--- config.mk ---
export PLATFORM = sky130hd
export DESIGN_NAME = rename_map_ckpt
export DESIGN_NICKNAME = d
export VERILOG_FILES = /design/src/rtl/rename_map_ckpt.sv
export SDC_FILE = /design/constraint.sdc
export NUM_CORES = 2
export LEC_CHECK = 0
export ABC_CLOCK_PERIOD_IN_PS = 13920
export CORE_MARGIN = 3
export CORE_UTILIZATION = 60
export DETAILED_ROUTE_END_ITERATION = 6
export GPL_TIMING_DRIVEN = 0
export HOLD_SLACK_MARGIN = 0.02
export PLACE_DENSITY_LB_ADDON = 0.3
export SYNTH_ARGS = -nofsm -noshare
export SYNTH_HDL_FRONTEND = slang
export SYNTH_SLANG_ARGS = --single-unit
--- constraint.sdc ---
create_clock -name CLK -period 13.92 [get_ports CLK]
set_input_delay 2.784 -clock CLK [delete_from_list [all_inputs] [get_ports CLK]]
set_output_delay 2.784 -clock CLK [all_outputs]
set_load 0.02 [all_outputs]
--- src/rtl/rename_map_ckpt.sv ---
// rename_map_ckpt: register alias table with branch checkpoints
// Rev 1.0 - one rename per cycle, one-cycle mispredict restore, RRAT flush restore
`default_nettype none

module rename_map_ckpt #(
  parameter int NUM_ARCH = 34,
  parameter int PTAG_W   = 6,
  parameter int NUM_CKPT = 4,
  localparam int CK_W    = $clog2(NUM_CKPT)
) (
  input  logic                       CLK,
  input  logic                       RESET,
  input  logic                       in_valid,
  output logic                       in_ready,
  input  logic [5:0]                 in_src1,
  input  logic [5:0]                 in_src2,
  input  logic [5:0]                 in_dst,
  input  logic                       in_dst_wr,
  input  logic                       in_is_br,
  input  logic                       fl_valid,
  input  logic [PTAG_W-1:0]          fl_tag,
  output logic                       fl_pop,
  output logic                       out_valid,
  input  logic                       out_ready,
  output logic [PTAG_W-1:0]          out_src1_tag,
  output logic [PTAG_W-1:0]          out_src2_tag,
  output logic [PTAG_W-1:0]          out_dst_tag,
  output logic [PTAG_W-1:0]          out_old_tag,
  output logic [CK_W-1:0]            out_ckpt_id,
  output logic                       out_is_br,
  input  logic                       flush,
  input  logic [NUM_ARCH*PTAG_W-1:0] rrat_map,
  input  logic                       br_valid,
  input  logic [CK_W-1:0]            br_id,
  input  logic                       br_mispred,
  output logic                       ckpt_full
);

  localparam logic [CK_W:0] C_CKPT_N = (CK_W+1)'(NUM_CKPT);

  logic [PTAG_W-1:0] r_map  [NUM_ARCH];
  logic [PTAG_W-1:0] r_ckpt [NUM_CKPT][NUM_ARCH];
  logic [PTAG_W-1:0] w_map_next [NUM_ARCH];
  logic [CK_W-1:0]   r_head, r_tail;
  logic [CK_W:0]     r_count;

  logic              w_need_tag, w_dst_in, w_fire, w_fire_br, w_map_wr;
  logic [CK_W-1:0]   w_br_dist;
  logic              w_br_live, w_mispred, w_resolve;
  logic [PTAG_W-1:0] w_src1_tag, w_src2_tag, w_old_tag;

  assign w_need_tag = in_dst_wr & (in_dst != 6'd0);
  assign w_dst_in   = int'(in_dst) < NUM_ARCH;

  assign in_ready = !flush & !(br_valid & br_mispred) & (!out_valid | out_ready)
                  & (!w_need_tag | fl_valid) & (!in_is_br | (r_count < C_CKPT_N));
  assign w_fire    = in_valid & in_ready;
  assign w_fire_br = w_fire & in_is_br;
  assign fl_pop    = w_fire & w_need_tag;
  assign w_map_wr  = w_fire & w_need_tag & w_dst_in;

  // A checkpoint id is live when its distance from head is inside the live window.
  assign w_br_dist = br_id - r_head;
  assign w_br_live = {1'b0, w_br_dist} < r_count;
  assign w_mispred = br_valid & br_mispred & w_br_live;
  assign w_resolve = br_valid & !br_mispred & (br_id == r_head) & (r_count != '0);

  assign w_src1_tag = (int'(in_src1) < NUM_ARCH) ? r_map[in_src1] : '0;
  assign w_src2_tag = (int'(in_src2) < NUM_ARCH) ? r_map[in_src2] : '0;
  assign w_old_tag  = w_dst_in ? r_map[in_dst] : '0;

  always_comb begin
    for (int i = 0; i < NUM_ARCH; i++) w_map_next[i] = r_map[i];
    if (w_map_wr) w_map_next[in_dst] = fl_tag;
  end

  // Entry 0 is hard-wired to tag 0 and never written.
  always_ff @(posedge CLK or posedge RESET) begin
    if (RESET) begin
      for (int i = 0; i < NUM_ARCH; i++) r_map[i] <= PTAG_W'(i);
    end else if (flush) begin
      for (int i = 1; i < NUM_ARCH; i++) r_map[i] <= rrat_map[i*PTAG_W +: PTAG_W];
    end else if (w_mispred) begin
      for (int i = 1; i < NUM_ARCH; i++) r_map[i] <= r_ckpt[br_id][i];
    end else if (w_map_wr) begin
      for (int i = 1; i < NUM_ARCH; i++) r_map[i] <= w_map_next[i];
    end
  end

  // Snapshot includes the branch's own destination update.
  always_ff @(posedge CLK) begin
    if (w_fire_br) begin
      for (int i = 0; i < NUM_ARCH; i++) r_ckpt[r_tail][i] <= w_map_next[i];
    end
  end

  always_ff @(posedge CLK or posedge RESET) begin
    if (RESET) begin
      r_head  <= '0;
      r_tail  <= '0;
      r_count <= '0;
    end else if (flush) begin
      r_head  <= '0;
      r_tail  <= '0;
      r_count <= '0;
    end else if (w_mispred) begin
      r_tail  <= br_id;
      r_count <= {1'b0, w_br_dist};
    end else begin
      if (w_resolve) r_head <= r_head + 1'b1;
      if (w_fire_br) r_tail <= r_tail + 1'b1;
      case ({w_fire_br, w_resolve})
        2'b10:   r_count <= r_count + 1'b1;
        2'b01:   r_count <= r_count - 1'b1;
        default: r_count <= r_count;
      endcase
    end
  end

  always_ff @(posedge CLK or posedge RESET) begin
    if (RESET) begin
      out_valid    <= 1'b0;
      out_src1_tag <= '0;
      out_src2_tag <= '0;
      out_dst_tag  <= '0;
      out_old_tag  <= '0;
      out_ckpt_id  <= '0;
      out_is_br    <= 1'b0;
    end else if (flush | w_mispred) begin
      out_valid <= 1'b0;
    end else if (w_fire) begin
      out_valid    <= 1'b1;
      out_src1_tag <= w_src1_tag;
      out_src2_tag <= w_src2_tag;
      out_dst_tag  <= w_need_tag ? fl_tag : '0;
      out_old_tag  <= w_need_tag ? w_old_tag : '0;
      out_ckpt_id  <= in_is_br ? r_tail : '0;
      out_is_br    <= in_is_br;
    end else if (out_ready) begin
      out_valid <= 1'b0;
    end
  end

  assign ckpt_full = (r_count == C_CKPT_N);

endmodule

`default_nettype wire

# Word level (Yosys, flattened, before mapping)
# Memory sizes are Yosys's and may differ from the RTL's.
# Index checks and enable logic that the tools add are counted.
# totals
memories	1
ff_bits	233
ramBits	816
out_inout_bits	31
inputBits	240
word_cells	137
# op_classes
mux	36
n_reduce_logical	16
n_bitwise	22
n_lt_le_gt_ge	9
n_eq_ne	5
add_sub_neg	5
# memory_table
name	depth	width	rd	rd_ports_with_merged_regs	write_ports	line	text
r_ckpt	4	204	1	0	1	42	logic [PTAG_W-1:0] r_ckpt [NUM_CKPT][NUM_ARCH];
# ops
operator	n
two-way mux 198 bit	3
bitwise mux 204 bit	1
two-way mux 204 bit	1
binary-select mux 6 bit (select 6 bit)	3
two-way mux 6 bit	12
demux 6 bit (select 6 bit)	1
greater-or-equal comparator 7 bit, second input constant	3
NOT 6 -> 7 bit	3
less-than comparator 6 bit, second input constant	3
bitwise AND 1 bit	14
two-way mux 2 bit	7
nonzero test 3 bit	4
less-than comparator 7 x 1 -> 1 bit, second input constant	1
logical NOT 1 bit	6
two-way mux 3 bit	2
one-hot mux 3 bit (2 select lines)	1
nonzero test 6 bit	1
two-way mux 1 bit	5
adder 2 x 1 -> 2 bit, second input constant	2
OR 1 bit	4
AND reduction 2 bit	2
nonzero test 4 bit	1
adder 3 x 1 -> 3 bit, second input constant	1
== test 3 bit, second input constant	1
11 further kinds	11

# Logic depth before layout (Yosys ltp)
# logic_depth
depth_word	13
ltp_mapped	15
mapped_depth_nobuf	10

# Worst setup path before layout
# No wires, ideal clock.
# synth_path
kind	input port to flip-flop
startpoint	input in_dst[4]
endpoint	memory r_ckpt[0][0] (netlist bit), enable pin
slack_ns	5.003
cell_stages	4
n_path_buf	0
setup_ns	0.583
t_arrival_ns	8.335
path_cell_list	nor4_2 -> a21oi_1 -> nor3_2 -> and2_1
# synth_between
elab_chain_len	10
# synth_rtl
item	line	text
start, declared	17	input logic [5:0] in_dst,
nonzero test 6 bit	52	assign w_need_tag = in_dst_wr & (in_dst != 6'd0);
bitwise AND 1 bit	52	
logical NOT 1 bit	56	& (!w_need_tag | fl_valid) & (!in_is_br | (r_count < C_CKPT_N));
OR 1 bit	56	
bitwise AND 1 bit (2 in series)	56	
bitwise AND 1 bit	57	assign w_fire = in_valid & in_ready;
bitwise AND 1 bit	58	assign w_fire_br = w_fire & in_is_br;
two-way mux 1 bit	92	if (w_fire_br) begin
two-way mux 1 bit (implied by the code)	93	for (int i = 0; i < NUM_ARCH; i++) r_ckpt[r_tail][i] <= w_map_next[i];
end, declared	42	
# Every way passes these cells.

# Worst setup path after layout
# layout_path
startpoint	input br_valid
endpoint	output fl_pop
# layout_between
elab_chain_len	8
# layout_rtl
item	line	text
start, declared	33	input logic br_valid,
bitwise AND 1 bit	55	assign in_ready = !flush & !(br_valid & br_mispred) & (!out_valid | out_ready)
logical NOT 1 bit	55	
bitwise AND 1 bit (2 in series)	55	
bitwise AND 1 bit (2 in series)	56	
bitwise AND 1 bit	57	
bitwise AND 1 bit	59	assign fl_pop = w_fire & w_need_tag;
end, declared	22	output logic fl_pop,
# Every way passes these cells.

==> impl_metrics.py <==
metrics = {
    "global_routing": {
        "grt_pass1_wl_um": 274000,
        "antenna_found_initial": 19,
        "grt_max_degree": 115,
        "grt_pass1_vias": 35500,
        "grt.total_usage_pct": 48.21,
        "overflow": 0,
    },
    "clock_network": {
        "hold_buffers": 0,
        "cts_tree": "done",
        "cts_resized": 0,
        "cts_sinks": 1025,
        "clkSlewWorstSetupHoldPaths_ns": 0.06,
        "post_cts_buffers": 0,
        "cts_made_buffers": 100,
        "clockBufferDepth": 3,
        "h-tree-depth": 3,
        "cts-root-buf": "clkbuf_16",
        "insertion_delay_ns": 0.72,
    },
    "routing": {
        "drt_iter0_markers": 7031,
        "drcViolationCount": 0,
        "drtPass1Iterations": 6,
        "vias": 35890,
        "antenna_left": 0,
        "drt-vias-per-instance": 8.004,
        "route.detailed.wl_per_inst_um": 44.53,
        "wirelength_um": 199700,
    },
    "min_path": {
        "hold_class": "reg2reg",
    },
    "logic_synthesis": {
        "synth_edf_count": 792,
        "synth_nets": 3222,
        "synth_area_um2": 47510,
        "yosysSeqAreaShare_pct": 62.55,
        "ys_async_sr_fraction_pct": 22.73,
        "yosys.area.top_type_share_pct": 50.06,
        "synth-main-ff-cell": "edfxtp_1",
        "yosys_warnings": 6,
        "syn_inst": 2974,
        "yosysTopAreaCell": "edfxtp_1",
        "avgSynthCellArea_um2": 15.97,
        "ys_types": 90,
        "synth-seq-cells": 1025,
        "yosys-top-cells-area": "edfxtp_1 50%, mux4_2 14%, dfrtp_1 7.9%",
    },
    "cells_and_area": {
        "area_growth_pct": 16.36,
        "fin_cells": 4484,
        "layout.nets": 3586,
        "final_area_um2": 55280,
        "utilization_pct": 70.89,
        "drive_gt1_share_pct": 27.01,
    },
    "timing": {
        "drv_slew": 13,
        "setup_violations": 0,
        "period_needed_ns": 9.193,
        "slew_headroom_pct": -3.889,
        "rsz0062_at_grt": "no",
        "worst_pin_slew_ns": 1.558,
        "skew_ns": 0.06161,
        "fmax_mhz": 108.8,
        "postLayoutSetupSlackWorst_ns": 4.727,
        "final_hold_viol_count": 0,
        "fin_crit_sh_pct": 66.04,
        "setup_tns_ns": 0,
    },
    "pwr": {
        "cellLeakagePower_nw": 18.33,
        "p_per_area_nw_per_um2": 136.3,
        "ir_drop_uv": 130.0,
    },
    "job": {
        "drv_cap": 2,
    },
    "critical_path": {
        "cp_max_fo": 10,
        "end_kind": "output pin",
        "cp_slowest_cell": "a21oi_2",
        "worstSetupStartpointType": "input pin",
        "worst_ep_required_time_ns": 11.14,
        "crit_type": "in2out",
        "path_buf_inv": 4,
        "crit_family": "buffers and inverters",
        "crit_chain": "clkdlybuf4s50_1, a21oi_2, nand4_1, clkbuf_1, a21oi_1, clkbuf_1, clkdlybuf4s50_1",
        "cp_data_arrival_time_ns": 6.41,
        "critPathMaxStageDelay_ns": 0.77,
    },
    "placement": {
        "dp_cells": 4275,
        "dp_hpwl_um": 137000,
        "gp_congestion": 1.040,
        "dpl_worst_slack_ns": 4.973,
        "placed_cell_area_um2": 51680,
        "port_buffers": 247,
    },
    "floorplanning": {
        "die_area_um2": 82590,
        "start_util_pct": 60.93,
        "rows": 102,
        "io_pins": 271,
        "fp.dieW_um": 287.4,
        "core_area_um2": 77980,
        "dieHeight_um": 287.4,
    },
    "run_status": {
        "violations": "capacitance limit, slew limit",
        "status": "finished, violations left",
    },
}
## cell families after synthesis
group | after synthesis | share of synthesized area [%]
adders and majority gates | 8 | 0.2265
DFF | 1025 | 62.55
xor gates and xnor gates | 8 | 0.1475
AOI/OAI and AO/OA | 494 | 8.507
and+or+nand+nor | 659 | 7.198
buffers and inverters | 280 | 2.418
muxes | 500 | 18.95
## routing by layer
layer	part of all wire, %	GRT usage [%]
met5	0.091	0.6548
met4	7.8	28.02
met3	15	16.66
met2	44	72.32
met1	33	61.45
## path summary, 6_finish.rpt
| path | from | slack [ns] | to | depth (start not counted) |
|---|---|---|---|---|
| min in group asynchronous | RESET | 2.43 | r_map[184]$_DFFE_PP0P_ | 2 |
| setup reg to reg | r_head[0]$_DFFE_PP0P_ | 8.69 | r_map[182]$_DFFE_PP0P_ | 11 |
| hold / removal | out_is_br$_DFFE_PP0P_ | 0.50 | out_is_br$_DFFE_PP0P_ | 2 |
| max in group asynchronous | RESET | 10.53 | r_map[1]$_DFFE_PP0P_ | 3 |
| setup / recovery | br_valid | 4.73 | fl_pop | 7 |
| hold reg to reg | out_is_br$_DFFE_PP0P_ | 0.50 | out_is_br$_DFFE_PP0P_ | 2 |
## cell usage after synthesis, drive strengths merged (21+ instances only)
| cell | count |
|---|---|
| a221oi | 21 |
| a21oi | 43 |
| mux2 | 156 |
| nand3 | 90 |
| buf | 80 |
| nand4 | 26 |
| clkbuf | 171 |
| or3 | 118 |
| edfxtp | 792 |
| o221a | 112 |
| mux4 | 301 |
| a31oi | 36 |
| nor2 | 101 |
| nand2 | 207 |
| dfrtp | 150 |
| dfstp | 83 |
| nor3 | 23 |
| o2bb2ai | 31 |
| mux2i | 43 |
| inv | 28 |
| o21ai | 60 |
## power breakdown
part	internal [mW]	switching, mW	total, mW
Combinational	0.377	0.562	0.939
Clock	1.66	1.29	2.94
Sequential	3.46	0.189	3.65
## worst reg2reg max path, cell delays in order, from the launching register on
cell,delay [ns]
dfrtp_1,0.42
ha_1,0.21
xnor2_1,0.31
ha_1,0.30
a21boi_0,0.15
o21bai_1,0.71
nand2_1,0.19
clkbuf_2,0.54
nand2_1,0.50
buf_2,0.50
buf_1,0.90
o221a_2,0.40
## final cells by class
| class | count | area [µm²] |
|---|---|---|
| multi-input combinational | 1669 | 16650 |
| fill | 4516 | 22700 |
| tap | 1040 | 1301 |
| antenna | 19 | 47.55 |
| buffer | 251 | 1042 |
| clock inverter | 64 | 802.0 |
| timing repair buffer | 262 | 2865 |
| inverter | 29 | 116.4 |
| sequential | 1025 | 29720 |
| clock buffer | 125 | 2738 |
## placed cells by master (no fill, tap or decap), types with 42 or more instances in the layout
master and instances:
a21oi_1 42, buf_2 45, clkbuf_1 181, clkbuf_16 101
clkdlybuf4s50_1 247, dfrtp_1 150, dfstp_2 83, edfxtp_1 792
mux2_2 146, mux2i_1 43, mux4_2 301, nand2_1 207
nand3_1 90, nor2_1 98, o21ai_0 60, o221a_2 106
or3_1 118
## state kept, by name (all words and copies together), names as in the netlist
| register | flops |
|---|---|
| out_src2_tag | 6 |
| out_dst_tag | 6 |
| r_tail | 2 |
| r_count | 3 |
| out_valid | 1 |
| r_map | 198 |
| out_is_br | 1 |
| out_old_tag | 6 |
| out_ckpt_id | 2 |
| r_ckpt | 792 |
| out_src1_tag | 6 |
| r_head | 2 |
## through the flow
| step | total power, mW | hold WS (ns) |
|---|---|---|
| after detailed placement | 4.568 | 0.4789 |
| after CTS | 7.444 | 0.5060 |
| after floorplan | 4.095 | 0.4933 |
| after global routing | 7.622 | 0.5233 |
| after global placement | 4.534 | 0.4663 |
| final | 7.533 | 0.4975 |
Power figures use the tool's default switching activity.
==> RTL change 1, RTL diff (same settings) <==
Set the parameter `NUM_ARCH` to 17 (it was 34).
--- a/src/rtl/rename_map_ckpt.sv
+++ b/src/rtl/rename_map_ckpt.sv
@@ -4,5 +4,5 @@
 
 module rename_map_ckpt #(
-  parameter int NUM_ARCH = 34,
+  parameter int NUM_ARCH = 17,
   parameter int PTAG_W   = 6,
   parameter int NUM_CKPT = 4,
Interface: changed (resized rrat_map); port bits go from 271 to 169. The function was not compared with the original's and may differ.
==> RTL change 1 against the unedited design <==
- area after synthesis decreased by 49%
- cell area decreased by 49%
- setup slack improved by 720 ps
- power decreased by 53%
- sequential cell count decreased by 510
- largest power group unchanged
- cell count decreased by 47%
- wire length decreased by 61%
==> RTL change 1: results (changes against the unedited design) <==
largest registers in the final layout=r_ckpt: 384 flops, r_map: 96 flops (was r_ckpt: 792 flops, r_map: 198 flops); largest net degree at the start of global routing=70 (was 115); global routing met3 resource utilization=7.90% (was 16.7%); Inst Count DP=2262 (was 4275); Pre-Repair DR Iteration Count=5 (was 6); Leak=9.65 nW (was 18.3 nW); All-Layer GR Usage=36.8% (was 48.2%); Critical Path AT=5690 ps (was 6410 ps); Slew HR=11.2% (was -3.89%); total wirelength of the detailed-routed design=77.0 mm (was 200 mm); vias in the first global route=16.7k (was 35.5k); largest fanout of any net on the critical path=7 (was 10); total vias in the final route=16.5k (was 35.9k); main area contributors after synthesis=edfxtp_1 48%, mux4_2 14%, dfrtp_1 10% (was edfxtp_1 50%, mux4_2 14%, dfrtp_1 7.9%); wire length of the first global-routing pass=112 mm (was 274 mm); number of antenna violations at the first check in global routing=4 (was 19); placed instance area=0.0265 mm² (was 0.0517 mm²); H-tree Lvls=2 (was 3); Post-Place Setup Slack=5540 ps (was 4970 ps); number of port buffers=153 (was 247); Clock Skews=20.8 ps (was 61.6 ps); worst supply voltage drop on vdd=0.000114 V (was 0.000130 V); sequential fraction of the synthesis area=61.4% (was 62.6%); post-detail-place hpwl=53.5 mm (was 137 mm); Synthesized Nets=1732 (was 3222); Cell variety after synth=69 (was 90); routing usage on met1=52.0% (was 61.4%); wire length per cell=32.7 µm (was 44.5 µm); Clock Latency Late Sink=600 ps (was 720 ps); detailed router's first-iteration violation count=2029 (was 7031); status=completed (was finished, violations left); antenna cell count=0 (was 19)
[RTL change 1: power by group]
| part | switching, mW | internal (mW) |
|---|---|---|
| clock network | 0.573 | 0.747 |
| logic | 0.241 | 0.195 |
| registers | 0.0753 | 1.73 |
| total | 0.890 | 2.67 |
[RTL change 1: kinds of logic after synthesis]
| family | share of synthesized area (%) |
|---|---|
| AOI/OAI and AO/OA | 8.20 |
| xor gates and xnor gates | 0.253 |
| adders and majority gates | 0.445 |
| buffers and inverters | 3.01 |
| DFF | 61.4 |
| muxes | 18.8 |
| and+or+nand+nor | 7.91 |
[RTL change 1: path summary, 6_finish.rpt]
check | startpoint | end | slack [ps] | cells after the start
min in group asynchronous | RESET | r_count[1] | 2650 | 2
hold reg to reg | out_old_tag[1] | out_old_tag[1] | 490 | 2
setup reg to reg | r_head[1] | r_map[53] | 10190 | 9
max in group asynchronous | RESET | r_map[18] | 10400 | 3
hold / removal | out_old_tag[1] | out_old_tag[1] | 490 | 2
setup / recovery | flush | fl_pop | 5450 | 5
[RTL change 1: area by class of cell]
type | instances | area [µm²]
Tap cell | 518 | 648
Clock buffer | 78 | 1470
Multi-Input combinational cell | 907 | 8630
Fill cell | 2522 | 11200
Timing Repair Buffer | 158 | 1670
Buffer | 120 | 562
Sequential cell | 515 | 14900
Clock inverter | 17 | 120
Inverter | 44 | 170
[RTL change 1: metal layers]
metal,vias to the layer above,share of wire [%]
li1,6706,-
met1,8452,38
met2,1156,46
met3,167,11
met4,2,4.7
met5,-,0.021
[RTL change 1: worst max-delay path, cell delays in order]
cell,delay [ps]
clkdlybuf4s50_1,680
a21oi_4,360
nand4_1,200
a211oi_1,890
clkdlybuf4s50_1,770
==> RTL change 2, RTL diff (config.mk and constraints unchanged) <==
Made on the original files. Make the reset (`RESET`) synchronous in 3 clocked blocks.
--- a/src/rtl/rename_map_ckpt.sv
+++ b/src/rtl/rename_map_ckpt.sv
@@ -76,5 +76,5 @@
 
   // Entry 0 is hard-wired to tag 0 and never written.
-  always_ff @(posedge CLK or posedge RESET) begin
+  always_ff @(posedge CLK) begin
     if (RESET) begin
       for (int i = 0; i < NUM_ARCH; i++) r_map[i] <= PTAG_W'(i);
@@ -95,5 +95,5 @@
   end
 
-  always_ff @(posedge CLK or posedge RESET) begin
+  always_ff @(posedge CLK) begin
     if (RESET) begin
       r_head  <= '0;
@@ -118,5 +118,5 @@
   end
 
-  always_ff @(posedge CLK or posedge RESET) begin
+  always_ff @(posedge CLK) begin
     if (RESET) begin
       out_valid    <= 1'b0;
Function: not settled (the Yosys comparison gave no result); the edit may change what the design does.
==> RTL change 2 against the unedited design <==
- critical path depth down 2
- highest routed layer unchanged
- area after synthesis increased by 0.12%
- die area increased by 0.11%
- setup slack improved by 770 ps
- cell area grew 0.32%
- via count decreased by 14%
- critical endpoint unchanged
- non-clock buffer count fell by 42
- the run still ends with capacitance limit, slew limit left
- power shrank 6.1%
- hold slack got worse by 27 ps
- sequential cell count unchanged
- wire length decreased by 18%
- critical path type unchanged
==> RTL change 2: results (changes against the unedited design) <==
number of gates given a new drive strength after cts=0 (unchanged); net total in the final layout=3279 (was 3586); number of port buffers=252 (was 247); commonest cells in the synthesized netlist=990 x edfxtp_1, 296 x mux4_2, 244 x mux2i_1, 235 x mux2_2, 129 x clkbuf_1 (was 792 x edfxtp_1, 301 x mux4_2, 207 x nand2_1, 171 x clkbuf_1, 150 x dfrtp_1); detailed router's first-iteration violation count=4715 (was 7031); largest net degree at the start of global routing=61 (was 115); Post-CTS Setup Bufs=0 (unchanged); Synthesized Nets=2905 (was 3222); sequential fraction of the synthesis area=64.0% (was 62.6%); Pre-Repair DR Iteration Count=6 (unchanged); vias in the first global route=30.3k (was 35.5k); number of antenna violations at the first check in global routing=13 (was 19); number of synthesized flops with an enable pin=990 (was 792); violated checks=capacitance limit, slew limit (unchanged); Leak=18.9 nW (was 18.3 nW); startpoint of the tightest hold check path=out_ckpt_id[1] (was out_is_br); Max Slew Vio Count=21 (was 13); measured slew at the worst slew-check pin=1540 ps (was 1560 ps); largest fanout of any net on the critical path=9 (was 10); post-detail-place hpwl=114 mm (was 137 mm); count of yosys warnings during synthesis=0 (was 6); Clock Latency Late Sink=690 ps (was 720 ps); Clock Skews=47.4 ps (was 61.6 ps); source of the worst register-to-register timing path=r_head[1] (was r_head[0]); post-route insts no fill=4166 (was 4484); Worst setup startpoint=in_is_br (was br_valid); worst supply voltage drop on vdd=0.000145 V (was 0.000130 V); All-Layer GR Usage=40.0% (was 48.2%); number of buffers created by CTS=102 (was 100); P_sw=1.68 mW (was 2.04 mW); Inst Count DP=3966 (was 4275); wire length of the first global-routing pass=230 mm (was 274 mm); Cell variety after synth=71 (was 90); H-tree Lvls=3 (unchanged); number of buffers between clock root and the deepest sink=3 (unchanged); gate count of the mapped netlist=2656 (was 2974); share of async-settable or async-resettable flops after synthesis=0% (was 22.7%); share of post-route cells with drive strength above 1=25.1% (was 27.0%); status=finished, violations left (unchanged); placer's final routability congestion estimate=1.03 (was 1.04); main area contributors after synthesis=edfxtp_1 63%, mux4_2 14%, mux2_2 5.6% (was edfxtp_1 50%, mux4_2 14%, dfrtp_1 7.9%); total vias in the final route=30.7k (was 35.9k); MaxCap Viol Count=2 (unchanged); prevailing post-synth register cell=edfxtp_1 (unchanged); Post-Place Setup Slack=5090 ps (was 4970 ps); Critical Path AT=5640 ps (was 6410 ps); total wirelength of the detailed-routed design=164 mm (was 200 mm); class of the worst hold path=reg2reg (unchanged)
-- RTL change 2: power groups by stage --
| stage | sequential (mW) | clock (mW) | combinational [mW] |
|---|---|---|---|
| 2_1_floorplan | 3.56 | 0 | 0.362 |
| 5_1_grt | 3.54 | 3.01 | 0.669 |
| 3_3_place_gp | 3.60 | 0 | 0.604 |
| 3_5_place_dp | 3.60 | 0 | 0.625 |
| 6_report | 3.54 | 2.89 | 0.645 |
| 4_1_cts | 3.53 | 2.90 | 0.631 |
-- RTL change 2: metal layers --
layer	wire length, µm	share of wire, %	track usage, %	up-vias
met5	99	0.060	0	-
met4	8560	5.2	17.8	16
met3	19800	12	9.52	423
met2	75200	46	60.4	2443
met1	60600	37	56.3	15900
li1	-	-	-	11900
-- RTL change 2: final cells by class --
class / instances / area (µm²)
Antenna cell: 8 / 20.0
Buffer: 201 / 822
Clock buffer: 120 / 2620
Clock inverter: 72 / 916
Fill cell: 4661 / 22500
Inverter: 23 / 86.3
Multi-Input combinational cell: 1407 / 16300
Sequential cell: 1025 / 30400
Tap cell: 1040 / 1300
Timing Repair Buffer: 270 / 3010
-- RTL change 2: final timing paths --
kind,end,slack (ps),cells after the start
worst max-delay path,fl_pop,5490,5
worst min-delay path,out_ckpt_id[1],470,2
worst max register to register,r_map[2][5],9200,11
worst min register to register,out_ckpt_id[1],470,2
-- RTL change 2: logic make-up (layout without fill, tap and decap cells) --
family,count (synthesis),after routing,synth area share [%]
buffers and inverters,224,686,1.90
AND/OR/NAND/NOR,210,210,2.24
adder cells (fa/ha/maj),9,9,0.253
AO/OA/AOI/OAI,400,400,6.66
multiplexers,780,780,24.8
other,0,8,0
XOR/XNOR,8,8,0.147
flip-flops,1025,1025,64.0
-- RTL change 2: metrics by stage --
step | instance area, µm² | hold slack, ps | util, %
after global placement | 51400 | 446 | 65.9
after CTS | 55400 | 466 | 71.1
after detailed placement | 51900 | 457 | 66.6
final | 55500 | 471 | 71.1
after floorplan | 47600 | 495 | -
after global routing | 55400 | 491 | 71.1
-- RTL change 2: worst max-delay path, stage by stage --
cell and delay, ps:
clkdlybuf4s50_1 570, a21oi_1 290, nand4_2 430, nor3_2 820, clkdlybuf4s50_1 750
